**config.mk**
```make
export PLATFORM = sky130hd
export DESIGN_NAME = quad_decoder
export DESIGN_NICKNAME = d
export VERILOG_FILES = /design/src/rtl/quad_pkg.sv /design/src/rtl/quad_glitch_filter.sv /design/src/rtl/quad_decoder.sv
export SDC_FILE = /design/constraint.sdc
export NUM_CORES = 1
export LEC_CHECK = 0
export CAP_MARGIN = 40
export CORE_MARGIN = 2
export CORE_UTILIZATION = 45
export DETAILED_ROUTE_END_ITERATION = 8
export GPL_ROUTABILITY_DRIVEN = 0
export PLACE_DENSITY = 0.62
export SLEW_MARGIN = 20
export SYNTH_ARGS = -nofsm -noshare
export SYNTH_HDL_FRONTEND = slang
export SYNTH_HIERARCHICAL = 1
export SYNTH_SLANG_ARGS = --single-unit
export TNS_END_PERCENT = 30
```
**constraint.sdc**
```tcl
create_clock -name clk -period 2.8 [get_ports clk]
set_input_delay 0.42 -clock clk [delete_from_list [all_inputs] [get_ports clk]]
set_output_delay 0.42 -clock clk [all_outputs]
set_load 0.05 [all_outputs]
```
**src/rtl/quad_pkg.sv**
```systemverilog
`default_nettype none
// ============================================================================
// Package : quad_pkg
// Brief   : Shared phase/state types and Gray-order helper for quad_decoder.
// Rev     : 1.0  initial release
// ============================================================================
package quad_pkg;

    typedef logic [1:0] phase_t;

    typedef enum logic {
        INIT  = 1'b0,
        TRACK = 1'b1
    } state_t;

    localparam phase_t PH_00 = 2'b00;
    localparam phase_t PH_01 = 2'b01;
    localparam phase_t PH_11 = 2'b11;
    localparam phase_t PH_10 = 2'b10;

    // Successor of a phase in the up sequence 00 -> 01 -> 11 -> 10 -> 00.
    function automatic phase_t next_up(input phase_t ph);
        phase_t nxt;
        case (ph)
            PH_00:   nxt = PH_01;
            PH_01:   nxt = PH_11;
            PH_11:   nxt = PH_10;
            default: nxt = PH_00;
        endcase
        return nxt;
    endfunction

endpackage : quad_pkg
`default_nettype wire

```
**src/rtl/quad_glitch_filter.sv**
```systemverilog
`default_nettype none
// ============================================================================
// Module  : quad_glitch_filter
// Brief   : Two-flop synchroniser plus persistence filter for one encoder phase.
// Rev     : 1.0  initial release
// ============================================================================
module quad_glitch_filter #(
    parameter int FILTER_LEN = 3
) (
    input  logic clk,
    input  logic reset,
    input  logic d_async,
    output logic q_filt,
    output logic q_valid
);

    localparam logic [3:0] LEN_M1 = 4'(FILTER_LEN - 1);

    logic       sync1;
    logic       sync2;
    logic [1:0] primed;
    logic [3:0] diff_cnt;
    logic [3:0] hold_cnt;

    // primed[1] marks sync2 as holding a genuine sample rather than its reset value.
    always_ff @(posedge clk) begin
        if (reset) begin
            sync1    <= 1'b0;
            sync2    <= 1'b0;
            primed   <= 2'b00;
            diff_cnt <= 4'd0;
            hold_cnt <= 4'd0;
            q_filt   <= 1'b0;
            q_valid  <= 1'b0;
        end else begin
            sync1  <= d_async;
            sync2  <= sync1;
            primed <= {primed[0], 1'b1};
            if (primed[1]) begin
                if (sync2 != q_filt) begin
                    hold_cnt <= 4'd0;
                    if (diff_cnt == LEN_M1) begin
                        q_filt   <= sync2;
                        diff_cnt <= 4'd0;
                        q_valid  <= 1'b1;
                    end else begin
                        diff_cnt <= diff_cnt + 4'd1;
                    end
                end else begin
                    diff_cnt <= 4'd0;
                    // A level that already matches the accepted one still has to
                    // persist for the full window before the channel counts as stable.
                    if (hold_cnt == LEN_M1) begin
                        q_valid <= 1'b1;
                    end else begin
                        hold_cnt <= hold_cnt + 4'd1;
                    end
                end
            end
        end
    end

endmodule : quad_glitch_filter
`default_nettype wire

```
**src/rtl/quad_decoder.sv**
```systemverilog
`default_nettype none
// ============================================================================
// Module  : quad_decoder
// Brief   : Quadrature decoder producing step/dir pulses, wrapping position and
//           a sticky illegal-transition flag.
// Rev     : 1.0  initial release
// ============================================================================
module quad_decoder
    import quad_pkg::*;
#(
    parameter int FILTER_LEN = 3,
    parameter int WIDTH      = 8
) (
    input  logic             clk,
    input  logic             reset,
    input  logic             a_in,
    input  logic             b_in,
    input  logic             clr_err,
    output logic             step,
    output logic             dir,
    output logic [WIDTH-1:0] position,
    output logic             err
);

    localparam logic [WIDTH-1:0] POS_ONE = WIDTH'(1);

    logic   a_filt;
    logic   b_filt;
    logic   a_valid;
    logic   b_valid;
    phase_t phase;
    phase_t ref_phase;
    state_t state;

    quad_glitch_filter #(
        .FILTER_LEN (FILTER_LEN)
    ) u_filt_a (
        .clk     (clk),
        .reset   (reset),
        .d_async (a_in),
        .q_filt  (a_filt),
        .q_valid (a_valid)
    );

    quad_glitch_filter #(
        .FILTER_LEN (FILTER_LEN)
    ) u_filt_b (
        .clk     (clk),
        .reset   (reset),
        .d_async (b_in),
        .q_filt  (b_filt),
        .q_valid (b_valid)
    );

    assign phase = {a_filt, b_filt};

    always_ff @(posedge clk) begin
        if (reset) begin
            state     <= INIT;
            ref_phase <= PH_00;
            step      <= 1'b0;
            dir       <= 1'b1;
            position  <= '0;
            err       <= 1'b0;
        end else begin
            step <= 1'b0;
            if (clr_err) begin
                err <= 1'b0;
            end
            case (state)
                INIT: begin
                    if (a_valid && b_valid) begin
                        ref_phase <= phase;
                        state     <= TRACK;
                    end
                end
                TRACK: begin
                    if (phase != ref_phase) begin
                        ref_phase <= phase;
                        if (phase == next_up(ref_phase)) begin
                            step     <= 1'b1;
                            dir      <= 1'b1;
                            position <= position + POS_ONE;
                        end else if (ref_phase == next_up(phase)) begin
                            step     <= 1'b1;
                            dir      <= 1'b0;
                            position <= position - POS_ONE;
                        end else begin
                            // Both bits moved together; placed after clr_err so set wins.
                            err <= 1'b1;
                        end
                    end
                end
                default: state <= INIT;
            endcase
        end
    end

endmodule : quad_decoder
`default_nettype wire

```
---- Word-level counts from Yosys, hierarchy flattened ----
Index checks and enable logic that the tools add are counted.
word-level totals
  register bits after elaboration ......... 42
  input bits .............................. 5
  output and inout port bits .............. 11
  logic and storage cells ................. 105
cells by class
  add/sub/neg operators ................... 6
  eq/ne operators ......................... 19
  mux-type cells .......................... 41
  bitwise gates (word level) .............. 2
  reduce and logical (&&, ||, !) cells .... 15
operators by type and width
  kind                                                                    number
  4-bit 2-to-1 mux                                                        8
  1-bit 2-to-1 mux                                                        19
  2-bit 2-to-1 mux                                                        9
  4-bit by 1-bit adder with 4-bit output (second input constant)          4
  4-bit by 2-bit equality test with 1-bit output (second input constant)  4
  8-bit 2-to-1 mux                                                        2
  3-bit AND reduction                                                     5
  2-bit one-hot mux with 3 select lines                                   2
  8-bit by 1-bit adder with 8-bit output (second input constant)          1
  8-bit by 1-bit subtractor with 8-bit output (second input constant)     1
  2-bit by 1-bit != test with 1-bit output (second input constant)        3
  2-bit != test (second input constant)                                   3
  2-bit AND reduction                                                     3
  2-bit nonzero test                                                      3
  2-bit by 1-bit equality test with 1-bit output (second input constant)  2
  2-bit equality test                                                     2
  2-bit equality test (second input constant)                             2
  2-bit zero test                                                         2
  2-bit one-hot mux with 2 select lines                                   1
  3-bit OR reduction                                                      1
  1-bit != test                                                           2
  2-bit != test                                                           1
  1-bit NOT                                                               2
  1-bit logical AND                                                       1

---- Longest topological paths before layout ----
Gate-level depths: netlist (run 1).
  depth in word-level cells ............... 15
  mapped depth ............................ 9

---- Modules after synthesis ----
Netlist (run 1), hierarchy kept.
modules (own cells, without submodules)
  module                         times used  cells an instance  area each (µm²)  sequential area each (µm²)
  quad_decoder                   1           108                959.7            280.3
  quad_glitch_filter (u_filt_a)  1           70                 649.4            280.3
  quad_glitch_filter (u_filt_b)  1           69                 645.6            280.3

---- Worst setup path after synthesis (run 1) ----
OpenSTA, ideal clock, no wires.
  path type ............................... reg-to-reg
  from .................................... register u_filt_b.q_filt
  to ...................................... register position[7]
  library setup time ...................... 62 ps
  arrival ................................. 2220 ps
  slack ................................... 518 ps
  stages on the path, launching flop included .. 10
  path buffers ............................ 0
  clock period less this slack ............ 2282 ps
  path through ............................ dfxtp_1 xnor2_1 nor2_2 inv_1 ha_1 nand2_1 a211o_1 and3_4 or3b_1 nand3_1
between the ends
  word-level cells in the longest chain between the ends .. 9
ends and longest elaborated chain
  element                                            RTL line                  RTL
  from (decl)                                        quad_glitch_filter.sv:13  output logic q_filt,
  from (signal assigned)                             quad_glitch_filter.sv:43  q_filt <= sync2;
  2-bit equality test, or another cell as far along  quad_pkg.sv:24            case (ph)
  2-bit one-hot mux with 3 select lines              quad_pkg.sv:24
  2-bit 2-to-1 mux                                   quad_decoder.sv:80        if (phase == next_up(ref_phase)) begin
  2-bit 2-to-1 mux                                   quad_decoder.sv:78        if (phase != ref_phase) begin
  2-bit 2-to-1 mux                                   quad_decoder.sv:70        case (state)
  2-bit 2-to-1 mux                                   quad_decoder.sv:58        if (reset) begin
  2-bit equality test                                quad_decoder.sv:84        end else if (ref_phase == next_up(phase)) begin
  2-bit nonzero test (no source line)                n/a
  3-bit AND reduction (no source line)               n/a
  to (signal assigned)                               quad_decoder.sv:83        position <= position + POS_ONE;
  to (signal assigned)                               quad_decoder.sv:87        position <= position - POS_ONE;
  to (decl)                                          quad_decoder.sv:21        output logic [WIDTH-1:0] position,
Several ways; a longest one is shown, not always the timed one. The select of a mux whose other input is x is not followed.
A chain may end at the register's enable or synchronous reset.

---- Worst setup path in the final report (run 1) ----
  from .................................... register u_filt_a.q_filt
  to ...................................... register position[7]
between the ends
  word-level cells in the longest chain between the ends .. 9
ends and longest elaborated chain
  element                                            RTL line
  from (decl)                                        quad_glitch_filter.sv:13
  from (signal assigned)                             quad_glitch_filter.sv:43
  2-bit equality test, or another cell as far along  quad_pkg.sv:24
  2-bit one-hot mux with 3 select lines              quad_pkg.sv:24
  2-bit 2-to-1 mux                                   quad_decoder.sv:80
  2-bit 2-to-1 mux                                   quad_decoder.sv:78
  2-bit 2-to-1 mux                                   quad_decoder.sv:70
  2-bit 2-to-1 mux                                   quad_decoder.sv:58
  2-bit equality test                                quad_decoder.sv:84
  2-bit nonzero test (no source line)                n/a
  3-bit AND reduction (no source line)               n/a
Several ways; a longest one is shown, not always the timed one. The select of a mux whose other input is x is not followed.

==> summary.txt, run 1 <==
Outcome = finished, final reports clean
Total track usage = 17.2%
Starting DRT DRC Count = 102
Fin crit share = 88.9%
Top-area cell type share of the netlist area = 37.3%
Min cycle time layout = 2.49 ns
Sw Ratio = 20.8%
Worst path bufs/invs = 1
Synthesis Warnings = 6
Clock Power Share = 46.0%
Number of synthesized register bits = 42
Comb pwr share = 4.6%
Most common cell after layout, fill and taps aside = dfxtp_1
Synth Net Count = 263
Critical Path RT = 3.04 ns
Synthesized cell area = 2250 µm²
Final setup viols = 0
Design area = 2610 µm²
Total setup buffers inserted after CTS = 0
Area after DPL = 2470 µm²
Die Wd = 74.8 µm
Top Family by Delay on Critical Path = simple AND/OR/NAND/NOR gates
Class of the tightest hold or removal check = register to register
Post-Place Worst Slack = 0.318 ns
Crit path kind = register to register
Clock Sinks = 42
Inst Count DP = 325
Cells after Synth = 247
Fraction of registers with async set/reset = 0%
VDD IR-drop max = 0.336 mV
DRT antenna net count = 0
Post-cts hold buffer count = 0
Startpoint Class = register
Post_cts resized = 0
Total Power = 1.25 mW
Avg Cell Area, Syn = 9.13 µm²
Diode count = 0
Clock-pin slew on the worst setup and hold paths = 0.09 ns
Post-synth cell types = 68
NumNets Final = 281
Fin Clk Skew = 0.00940 ns
Max Root-Sink Buffers = 2
Hold slack = 0.441 ns
Slowest library cell on the worst path = dfxtp_1
Via count = 1,801
Net switching power = 0.259 mW
Seq/Total Area, Yosys = 37.3%
Initial Util = 47.1%
H-tree level count = 2
Internal = 0.988 mW
Hold Vio Cnt, Final = 0
Clk_lat worst skew = 0.29 ns
First-pass GRT wire length = 7620 µm
Leakage = 0.993 nW
Root Driver = clkbuf_8
Final Core Density = 54.5%
RSZ-0062 raised after global routing = no
DRC viols = 0
Layout cell share with drive strength beyond 1 = 11.3%
Fin worst setup slack = 0.312 ns
Post-synth EDFFs = 0
Rows = 25
Inserted Clock Buffers = 5
DIE HEIGHT = 74.8 µm
Slew of the pin with the lowest slew margin = 0.598 ns
Largest net degree at the start of global routing = 16
Top Ports = 16
Most common flop cell mapped by yosys = dfxtp_1
Setup TNS Final = 0 ns
Vias in the first global route = 1,723
Max stage delay on crit path = 0.50 ns
Flop pwr share = 49.4%
P&R area growth vs syn = 15.8%
Synth area leader = dfxtp_1
Main area contributors after synthesis = dfxtp_1 37%, ha_1 6.1%, a21oi_1 3.6%
Crit-path max FO = 10
Initial antenna violation count = 0
Max Cap Viol = 0
Via density = 5.41
Crit path DAT = 2.73 ns
Grt total ovfl = 0
PortBufs = 15
Crit path capture type = register
Final HPWL DP = 3100 µm
Critical path cell sequence = xor2_1 > nor2_2 > inv_1 > ha_1 > nand2_1 > a211o_1 > and3_4 > or3b_1 > nand3_1
Die ar. = 5590 µm²
First-pass detailed-route iteration total = 5
Most frequent cells in the layout = 42 x dfxtp_1, 19 x nor2_1, 17 x nand2_1, 16 x a21oi_1, 15 x clkdlybuf4s50_1
Final Max Tran Viols = 0
Routed WL per cell = 12.8 µm
Core Region = 4790 µm²
Finished Layout Cells = 333
Post-Route WL = 4250 µm
Slew Limit Headroom = 59.9%
Max Freq = 402 MHz
CTS tree = built
PwrDens = 478 nW/µm²
-- cell usage after synthesis, drive strengths merged, types with 2 or more instances --
| library cell | n |
|---|---|
| nor3 | 4 |
| a311o | 2 |
| a21o | 2 |
| o2bb2ai | 3 |
| a21boi | 2 |
| o221ai | 2 |
| nand3 | 9 |
| or4 | 3 |
| a21oi | 16 |
| nor3b | 7 |
| mux2i | 3 |
| nand3b | 4 |
| a31oi | 2 |
| nor2b | 8 |
| clkbuf | 5 |
| inv | 10 |
| o32ai | 2 |
| or3 | 2 |
| a32o | 4 |
| nand2 | 18 |
| nor4b | 2 |
| xnor2 | 10 |
| dfxtp | 42 |
| a211oi | 2 |
| nor2 | 20 |
| ha | 11 |
| o211ai | 3 |
| o21ai | 7 |
| and3 | 6 |
| a211o | 2 |
| or3b | 3 |
| buf | 4 |
| xor2 | 6 |
-- routing by layer --
layer / track usage, % / vias up / share of wire (%)
li1: - / 945 / -
met1: 23.6 / 831 / 52
met2: 27.0 / 23 / 45
met3: 3.75 / 2 / 2.8
met4: 5.95 / 0 / 0.64
met5: 0 / - / 0
-- cells by family after synthesis --
group           count (synthesis)  synth area share, %
buf+inv                        19                 4.05
xor+xnor                       16                 6.88
compound gates                 62                 20.0
mux                             3                 1.33
simple gates                   94                 24.3
fa+ha+maj                      11                 6.10
flops                          42                 37.3
-- power by group through the flow --
| stage | Sequential, mW | Combinational, mW | Clock (mW) |
|---|---|---|---|
| 6_report | 0.616 | 0.0578 | 0.573 |
| 5_1_grt | 0.618 | 0.0656 | 0.616 |
| 4_1_cts | 0.616 | 0.0582 | 0.594 |
| 3_5_place_dp | 0.630 | 0.0582 | 0 |
| 3_3_place_gp | 0.630 | 0.0578 | 0 |
| 2_1_floorplan | 0.626 | 0.0423 | 0 |
-- worst register-to-register path, stage by stage (launching register included) --
cell and delay [ns]:
dfxtp_1 0.50, xor2_1 0.15, nor2_2 0.20, inv_1 0.19
ha_1 0.41, nand2_1 0.07, a211o_1 0.28, and3_4 0.20
or3b_1 0.36, nand3_1 0.08
-- path summary, 6_finish.rpt --
check | startpoint | endpoint | slack [ns] | cells past startpoint
worst max-delay path | u_filt_a/q_filt$_SDFFE_PP0P_ | position[7]$_SDFFE_PP0P_ | 0.31 | 9
worst min-delay path | u_filt_b/primed[0]$_DFF_P_ | u_filt_b/primed[1]$_SDFF_PP0_ | 0.44 | 1
worst max register to register | u_filt_a/q_filt$_SDFFE_PP0P_ | position[7]$_SDFFE_PP0P_ | 0.31 | 9
worst min register to register | u_filt_b/primed[0]$_DFF_P_ | u_filt_b/primed[1]$_SDFF_PP0_ | 0.44 | 1
-- flip-flops by register name, indices dropped and copies added (netlist names) --
register	flops
position	8
u_filt_a/diff_cnt	4
u_filt_a/hold_cnt	4
u_filt_b/diff_cnt	4
u_filt_b/hold_cnt	4
ref_phase	2
u_filt_a/primed	2
u_filt_b/primed	2
dir	1
err	1
state	1
step	1
u_filt_a/q_filt	1
u_filt_a/q_valid	1
u_filt_a/sync1	1
u_filt_a/sync2	1
u_filt_b/q_filt	1
u_filt_b/q_valid	1
u_filt_b/sync1	1
u_filt_b/sync2	1
-- area by class of cell --
class                           count  area [µm²]
Clock inverter                      3        68.8
Fill cell                         461        2180
Tap cell                           67        83.8
Clock buffer                        5        68.8
Inverter                           10        37.5
Multi-Input combinational cell    186        1320
Sequential cell                    42         841
Timing Repair Buffer               20         188
Power figures use the tool's default switching activity.
==> run 2: changes to the inputs <==
- REMOVE_ABC_BUFFERS: not set -> 1
==> run 2 against run 1 <==
Setup slack improved by 0.016 ns. First-iteration DRC count grew 23%. Die area unchanged. Core utilization down 1.3 points. Highest routed layer unchanged.
==> summary.txt, run 2 (same netlist as run 1, synthesis figures left out) <==
Startpoint Class = register
Most frequent cells in the layout = 42 x dfxtp_1, 19 x nor2_1, 17 x nand2_1, 16 x a21oi_1, 15 x clkdlybuf4s50_1
PortBufs = 15 (unchanged)
VDD IR-drop max = 0.275 mV (-18%)
Final HPWL DP = 2960 µm (-4.7%)
DRT antenna net count = 0 (unchanged)
Final setup viols = 0 (unchanged)
Min cycle time layout = 2.47 ns (-0.0159 ns)
Starting DRT DRC Count = 125 (+23%)
Via count = 1,800 (-0.056%)
H-tree level count = 2 (unchanged)
Met3 usage in global routing = 3.75% (unchanged)
Hold slack = 0.439 ns (-0.00183 ns)
Clk_lat worst skew = 0.29 ns (about the same)
Root Driver = clkbuf_8
Setup TNS Final = 0 ns (unchanged)
PwrDens = 420 nW/µm² (-12%)
Crit-path max FO = 10 (unchanged)
Initial antenna violation count = 0 (unchanged)
Met1 GRT Util = 22.3% (-1.3 points)
Flop pwr share = 57.5% (+8.1 points)
Leakage = 0.964 nW (-3.0%)
Sw Ratio = 22.6% (+1.9 points)
Critical path cell sequence = xor2_1 > nor2_2 > inv_1 > ha_1 > nand2_1 > a211o_1 > and3_4 > or3b_1 > nand3_1
Vias in the first global route = 1,609 (-6.6%)
Total track usage = 16.7% (-0.54 points)
CTS tree = built
Post-Route WL = 4170 µm (-2.0%)
Fin Clk Skew = 0.00319 ns (-0.00621 ns)
Core Region = 4790 µm² (unchanged)
Multi-input logic area = 1320 µm² (unchanged)
Clock Sinks = 42 (unchanged)
Class of the tightest hold or removal check = register to register
Diode count = 0 (unchanged)
Max Cap Viol = 0 (unchanged)
Routed WL per cell = 12.6 µm (-1.4%)
Fillers = 434 (-5.9%)
Total setup buffers inserted after CTS = 0 (unchanged)
P&R area growth vs syn = 13.0%
Outcome = finished, final reports clean
Post-cts hold buffer count = 0 (unchanged)
NumNets Final = 279 (-0.71%)
Max Freq = 404 MHz (+0.64%)
Die Wd = 74.8 µm (unchanged)
Via density = 5.44 (+0.55%)
Critical Path RT = 3.04 ns (about the same)
DRC viols = 0 (unchanged)
First-pass GRT wire length = 7270 µm (-4.5%)
Crit path kind = register to register
Die ar. = 5590 µm² (unchanged)
Clock Power Share = 37.2% (-8.8 points)
R2R Path End = position[7]$_SDFFE_PP0P_
Crit path capture type = register
Clock-pin slew on the worst setup and hold paths = 0.08 ns (about the same)
Fin crit share = 88.3% (-0.57 points)
Slowest library cell on the worst path = dfxtp_1
WHS Endpoint = u_filt_a/sync2$_SDFF_PP0_
Most used routing layer = met2
R2r setup slk = 0.33 ns (+0.02 ns)
Most common cell after layout, fill and taps aside = dfxtp_1
Post_cts resized = 0 (unchanged)
Largest net degree at the start of global routing = 28 (+12)
GR Util met2 = 25.7% (-1.4 points)
Crit path DAT = 2.71 ns (-0.02 ns)
Final Max Tran Viols = 0 (unchanged)
Hold Vio Cnt, Final = 0 (unchanged)
Layout cell share with drive strength beyond 1 = 10.2% (-1.1 points)
Largest register FFs = 8 (unchanged)
Seq. cell area = 841 µm² (unchanged)
Top Ports = 16 (unchanged)
Rows = 25 (unchanged)
Grt total ovfl = 0 (unchanged)
Slew Limit Headroom = 61.0% (+1.1 points)
Worst r2r src = u_filt_a/q_filt$_SDFFE_PP0P_
DIE HEIGHT = 74.8 µm (unchanged)
Internal = 0.828 mW (-16%)
Register name with the most flops = position
Max Root-Sink Buffers = 2 (unchanged)
Net switching power = 0.242 mW (-6.4%)
Hold path cells = 1 (unchanged)
Inserted Clock Buffers = 5 (unchanged)
Slew of the pin with the lowest slew margin = 0.581 ns (-0.0170 ns)
Worst reg-to-reg path cell count = 9 (unchanged)
Initial Util = 47.1% (unchanged)
First-pass detailed-route iteration total = 4 (-1)
Max stage delay on crit path = 0.50 ns (about the same)
Comb pwr share = 5.2% (+0.6 points)
HP Start = u_filt_a/sync1$_SDFF_PP0_
RSZ-0062 raised after global routing = no
[run 2: changes by cell type in the layout (fill, tap and decap cells not counted)]
cell,change
buf_4,-2
bufinv_16,-2
clkbuf_1,+1
clkbuf_8,+1
clkinv_2,+1
clkinv_4,-1
[run 2: power by group through the flow]
stage	Clock [mW]	Sequential [mW]	Combinational [mW]
after floorplan	0	0.628	0.0319
after global placement	0	0.630	0.0555
after detailed placement	0	0.630	0.0559
after CTS	0.418	0.616	0.0560
after global routing	0.440	0.618	0.0639
final	0.399	0.616	0.0561
[run 2: worst max path at each step]
stage                                    end  slack, ns                         start
global placement    position[7]$_SDFFE_PP0P_       0.39  u_filt_a/q_filt$_SDFFE_PP0P_
floorplan           position[7]$_SDFFE_PP0P_       0.52  u_filt_b/q_filt$_SDFFE_PP0P_
global route        position[6]$_SDFFE_PP0P_       0.13  u_filt_a/q_filt$_SDFFE_PP0P_
CTS                 position[7]$_SDFFE_PP0P_       0.34  u_filt_a/q_filt$_SDFFE_PP0P_
detailed placement  position[7]$_SDFFE_PP0P_       0.36  u_filt_a/q_filt$_SDFFE_PP0P_
finish              position[7]$_SDFFE_PP0P_       0.33  u_filt_a/q_filt$_SDFFE_PP0P_
[run 2: layout make-up]
type	count	area share, %
sequential	42	33.0
timing repair buffer	18	6.77
inverter	10	1.47
multi-input combinational	186	51.9
tap	67	3.29
clock inverter	1	0.196
clock buffer	7	3.39
[run 2: per-layer routing]
metal / vias up / routed length (µm)
met5: - / 0
met4: 0 / 65
met3: 5 / 134
met2: 28 / 1800
met1: 823 / 2160
li1: 944 / -
[run 2: stage by stage]
step | setup WS [ns] | util [%] | total power [mW] | cell area, µm² | instances
2_1_floorplan | 0.518 | - | 0.659 | 2200 | 238
3_3_place_gp | 0.387 | 51.3 | 0.685 | 2460 | 323
3_5_place_dp | 0.356 | 51.3 | 0.686 | 2460 | 323
4_1_cts | 0.339 | 53.3 | 1.09 | 2550 | 331
5_1_grt | 0.132 | 53.3 | 1.12 | 2550 | 331
6_report | 0.327 | 53.3 | 1.07 | 2550 | 331
[run 2: worst max-delay path, delay by kind of cell (launching register included)]
kind | cells | cell delay, ns
simple gates | 5 | 0.90
flops | 1 | 0.50
fa+ha+maj | 1 | 0.41
compound gates | 1 | 0.28
buf+inv | 1 | 0.18
xor+xnor | 1 | 0.15
